==> config.mk <==
export PLATFORM = sky130hd
export DESIGN_NAME = sseg_scan_driver
export DESIGN_NICKNAME = d
export VERILOG_FILES = /design/src/rtl/sseg_scan_driver.sv
export SDC_FILE = /design/constraint.sdc
export NUM_CORES = 1
export LEC_CHECK = 0
export ABC_CLOCK_PERIOD_IN_PS = 2100
export CORE_MARGIN = 3
export CORE_UTILIZATION = 51
export DETAILED_ROUTE_END_ITERATION = 10
export HOLD_SLACK_MARGIN = 0.08
export PLACE_DENSITY = 0.81
export SLEW_MARGIN = 10
export SYNTH_ARGS = -nofsm -noshare
export SYNTH_HDL_FRONTEND = slang
export SYNTH_SLANG_ARGS = --single-unit
==> constraint.sdc <==
create_clock -name clk -period 2.1 [get_ports clk]
set_clock_uncertainty 0.1 [all_clocks]
set_input_delay 0.42 -clock clk [delete_from_list [all_inputs] [get_ports clk]]
set_output_delay 0.42 -clock clk [all_outputs]
set_load 0.01 [all_outputs]
==> src/rtl/sseg_scan_driver.sv <==
// Scanning driver for a 4-digit multiplexed seven-segment display (hex digits, frame-buffered).
// Optional leading-zero suppression is enabled by defining SSEG_LZ_BLANK_EN.
module sseg_scan_driver #(
    parameter int DIGIT_TICKS = 100000,
    parameter int GUARD_TICKS = 2000
) (
    input  logic        clk,
    input  logic        rst_n,
    input  logic [15:0] value,
    input  logic        load,
    input  logic [3:0]  dp_in,
    input  logic [3:0]  blank_in,
    output logic [6:0]  seg,
    output logic        dp,
    output logic [3:0]  an
);
    localparam int CW = (DIGIT_TICKS > 2) ? $clog2(DIGIT_TICKS) : 1;
    localparam logic [CW-1:0] LAST  = CW'(DIGIT_TICKS - 1);
    localparam logic [CW-1:0] GUARD = CW'(GUARD_TICKS);

    logic          run;
    logic [CW-1:0] cnt;
    logic [1:0]    idx;
    logic [15:0]   pend_val, disp_val;
    logic [3:0]    pend_dp, disp_dp, pend_blank, disp_blank;
    logic [3:0]    nib;
    logic [6:0]    seg_hex;
    logic [3:0]    lz;
    logic          last_tick, frame_end, dark;

    assign last_tick = (cnt == LAST);
    assign frame_end = run && last_tick && (idx == 2'd3);
    assign nib       = disp_val[{idx, 2'b00} +: 4];
    assign dark      = disp_blank[idx] | lz[idx];

`ifdef SSEG_LZ_BLANK_EN
    logic z3, z2, z1;
    assign z3 = (disp_val[15:12] == 4'h0);
    assign z2 = (disp_val[11:8]  == 4'h0);
    assign z1 = (disp_val[7:4]   == 4'h0);
    assign lz = {z3, z3 & z2, z3 & z2 & z1, 1'b0};
`else
    assign lz = 4'b0000;
`endif

    always_comb begin
        seg_hex = 7'b1111111;
        case (nib)
            4'h0: seg_hex = 7'b1000000;
            4'h1: seg_hex = 7'b1111001;
            4'h2: seg_hex = 7'b0100100;
            4'h3: seg_hex = 7'b0110000;
            4'h4: seg_hex = 7'b0011001;
            4'h5: seg_hex = 7'b0010010;
            4'h6: seg_hex = 7'b0000010;
            4'h7: seg_hex = 7'b1111000;
            4'h8: seg_hex = 7'b0000000;
            4'h9: seg_hex = 7'b0010000;
            4'hA: seg_hex = 7'b0001000;
            4'hB: seg_hex = 7'b0000011;
            4'hC: seg_hex = 7'b1000110;
            4'hD: seg_hex = 7'b0100001;
            4'hE: seg_hex = 7'b0000110;
            default: seg_hex = 7'b0001110;
        endcase
    end

    // run gates the first edge after reset so that edge lands on slot 0, cycle 0
    always_ff @(posedge clk or negedge rst_n) begin
        if (!rst_n) begin
            run <= 1'b0;
            cnt <= '0;
            idx <= 2'd0;
        end else begin
            run <= 1'b1;
            if (run) begin
                if (last_tick) begin
                    cnt <= '0;
                    idx <= idx + 2'd1;
                end else begin
                    cnt <= cnt + 1'b1;
                end
            end
        end
    end

    // A load coinciding with the frame boundary bypasses pending straight to display
    always_ff @(posedge clk or negedge rst_n) begin
        if (!rst_n) begin
            pend_val   <= '0;
            pend_dp    <= '0;
            pend_blank <= '0;
            disp_val   <= '0;
            disp_dp    <= '0;
            disp_blank <= '0;
        end else begin
            if (load) begin
                pend_val   <= value;
                pend_dp    <= dp_in;
                pend_blank <= blank_in;
            end
            if (frame_end) begin
                disp_val   <= load ? value    : pend_val;
                disp_dp    <= load ? dp_in    : pend_dp;
                disp_blank <= load ? blank_in : pend_blank;
            end
        end
    end

    always_ff @(posedge clk or negedge rst_n) begin
        if (!rst_n) begin
            an  <= 4'b1111;
            seg <= 7'b1111111;
            dp  <= 1'b1;
        end else if (!run || cnt < GUARD) begin
            an  <= 4'b1111;
            seg <= 7'b1111111;
            dp  <= 1'b1;
        end else begin
            an  <= ~(4'b0001 << idx);
            seg <= dark ? 7'b1111111 : seg_hex;
            dp  <= disp_blank[idx] | ~disp_dp[idx];
        end
    end
endmodule

==> summary.md <==
| Metric | Value |
|---|---|
| Synth area leader | dfrtp_1 |
| Critical path type | register to register |
| Seq pwr share | 52.9% |
| CP Cell Sequence | or4_4, or3b_2, o21ai_0, mux2i_1 |
| HP Class | register to register |
| Pwr dens | 727.1 nW/um^2 |
| Pins Over Slew Limit | 0 |
| Vias in the first global route | 2414 |
| Combinational power share | 13.4% |
| CP peak stage delay | 610 ps |
| Cell Area, Placed | 4377 sq um |
| Final instance area | 4601 sq um |
| Synth Instances | 267 |
| Register area | 2017 sq um |
| Ys async rst share | 100.0% |
| H-tree depth | 3 |
| Total CTS buffers | 9 |
| Hold Fails Final Rpt | 0 |
| Min Clock Period, post-route | 2005 ps |
| DRT Pass-1 Iters | 4 |
| DRT antenna net count | 0 |
| Crit share post-route | 95.49% |
| I/O pin count | 39 |
| DIE HEIGHT | 92.08 um |
| Die width | 92.08 um |
| CTS tree | done |
| First-pass GRT wire length | 12.03 mm |
| DP HPWL | 4.951 mm |
| Mean Syn Cell Area | 14.15 sq um |
| Core Rows | 30 |
| Total of max-cap violations | 0 |
| Seq/Total Area, Yosys | 53.38% |
| Clock slew at reported path FFs | 80 ps |
| Slowest CP cell | or4_4 |
| Run status | finished clean |
| Filler Cells Inserted | 507 |
| Initial Util | 54.12% |
| LEAKAGE | 2.075 nW |
| Wirelength per Cell | 16.27 um |
| RSZ-0062 raised after global routing | false |
| Worst-Skew Late Latency | 350 ps |
| CP required | 2240 ps |
| Crit-path max FO | 4 |
| Routability cong. | 0.8196 |
| Vias per cell | 5.285 |
| Clock root buffer | clkbuf_8 |
| Setup-failing EPs final | 0 |
| Die area | 8478 sq um |
| Total grt overflow | 0 |
| Flops & latches, synth | 80 |
| WL final | 6.900 mm |
| Endpoint class of the critical path | register |
| Nets | 361 |
| Clk sinks | 80 |
| CTS max path bufs | 2 |
| Total track usage | 18.16% |
| Port Buffers | 38 |
| Cell internal pwr | 2.503 mW |
| Core Box Area | 6982 sq um |
| DP Cell Count | 406 |
| Largest net degree at the start of global routing | 51 |
| Ratio of cells with drive above 1 in the final layout | 33.84% |
| Switching fraction of total power | 25.18% |
| Iteration-0 DRC Markers | 69 |
| Yosys cell types | 41 |
| Switch Pwr | 842.1 uW |
| Area share of the leading cell type in the synthesized netlist | 45.03% |
| Crit path DAT | 2140 ps |
| Yosys warnings | 0 |
| Non-filler instance count after layout | 424 |
| Main synth FF type | dfrtp_1 |
| DRC | 0 |
| Maximum VDD drop | 330.3 uV |
| Highest clock rate | 498.7 MHz |
| Type of origin of the critical path | register |
| Initial antenna violation count | 0 |
| Diodes inserted | 0 |
| Number of synthesized flops with an enable pin | 0 |
| Area of the multi-input gates | 1693 sq um |
| Synthesized cell area | 3779 sq um |
| DR vias | 2241 |
| Post-Syn Nets | 305 |
| Largest cells by area after synthesis | dfrtp_1 45%, mux2_2 9.5%, dfstp_2 8.3% |
| Area Growth Syn to Fin | 21.75% |
| Clock network power share | 33.7% |
cell usage after synthesis, types with 2 or more instances:
cell       n
mux4_2     6
inv_1      5
clkbuf_1   4
and2_1     3
and4_1     3
o221ai_1   3
nor2_1     8
and3_1     5
nand3b_1   2
o31ai_1    2
ha_1      11
nand2_1   12
mux2i_1   11
buf_2      2
xnor2_1    9
o21ai_0    3
dfrtp_1   68
mux2_2    32
nand4_1    8
buf_6      2
or3_1      2
mux2_4    20
nand3_1    6
a21oi_1    3
dfstp_2   12
xor2_1    10
cells by family after synthesis:
kind of cell	synth area share, %
other cells	0.09924
mux	24.57
xor+xnor	4.404
compound gates	2.517
flops	53.38
simple gates	9.338
fa+ha+maj	3.642
buf+inv	2.053
final timing paths:
kind                                   start  depth (start not counted)  slack (ps)             to
worst max register to register       cnt[13]                          4          90        cnt[16]
worst max-delay path                 cnt[13]                          4          90        cnt[16]
max in group asynchronous              rst_n                          3         820         seg[1]
min in group asynchronous              rst_n                          2         440  pend_blank[3]
worst min register to register  pend_val[10]                          1         400   pend_val[10]
worst min-delay path            pend_val[10]                          1         400   pend_val[10]
area by class of cell:
| cell class | count | area share (%) |
|---|---|---|
| Clock buffer | 11 | 3.073 |
| Clock inverter | 5 | 1.224 |
| Inverter | 6 | 0.4895 |
| Multi-Input combinational cell | 172 | 36.80 |
| Sequential cell | 80 | 43.84 |
| Tap cell | 96 | 2.611 |
| Timing Repair Buffer | 54 | 11.97 |
state kept, by name (all words and copies together), names as in the netlist:
register    count
disp_val       16
an              4
disp_dp         4
seg             7
dp              1
cnt            17
disp_blank      4
pend_dp         4
pend_blank      4
pend_val       16
idx             2
run             1
metrics by stage:
stage / util (%) / power [mW] / TNS, ps / hold WS, ps / setup WS, ps
2_1_floorplan: - / 2.061 / 0 / 24.41 / 19.17
3_3_place_gp: 62.69 / 2.221 / 0 / 274.7 / 69.81
3_5_place_dp: 62.69 / 2.247 / -3.725 / 279.0 / -3.725
4_1_cts: 65.79 / 3.375 / 0 / 400.3 / 68.31
5_1_grt: 65.90 / 3.521 / 0 / 413.5 / 3.272
6_report: 65.90 / 3.345 / 0 / 398.3 / 94.71
routing by layer:
| layer | share of wire (%) | GRT usage, % |
|---|---|---|
| met1 | 45 | 24.28 |
| met2 | 50 | 28.65 |
| met3 | 3.0 | 3.938 |
| met4 | 1.8 | 7.797 |
| met5 | 0 | 0 |
what timing repair did:
action	4_1_cts	5_1_grt
gates resized for setup	2	1
hold endpoints to repair	28	0
hold buffers	1	0
buffers inserted	0	1
setup endpoints to repair	1	2
worst max-delay path, delay by kind of cell (launching register included):
kind            cells  cell delay [ps]
simple gates        2             1110
flops               1              420
compound gates      1              170
mux                 1              110
power by group through the flow:
stage	Sequential, mW	Clock [mW]	Combinational [mW]
floorplan	1.78	0	0.285
global placement	1.79	0	0.432
detailed placement	1.80	0	0.450
CTS	1.77	1.15	0.455
global route	1.79	1.22	0.509
finish	1.77	1.13	0.449
placed cells by master (no fill, tap or decap), types with 2 or more instances in the layout:
| cell | instances |
|---|---|
| nor2_1 | 8 |
| nand3_1 | 6 |
| xnor2_1 | 9 |
| dfrtp_1 | 68 |
| xor2_1 | 10 |
| and2_1 | 3 |
| and4_1 | 3 |
| buf_4 | 12 |
| a21oi_1 | 2 |
| mux2_4 | 20 |
| nand2_1 | 12 |
| dfstp_2 | 12 |
| clkbuf_8 | 10 |
| buf_12 | 4 |
| or3_1 | 2 |
| ha_1 | 11 |
| mux2_2 | 32 |
| and3_1 | 5 |
| clkinv_2 | 2 |
| mux2i_1 | 11 |
| o221ai_1 | 3 |
| clkdlybuf4s50_1 | 37 |
| inv_1 | 4 |
| mux4_2 | 6 |
| nand3b_1 | 2 |
| o21ai_0 | 3 |
| nand4_1 | 8 |
Power figures use the tool's default switching activity.
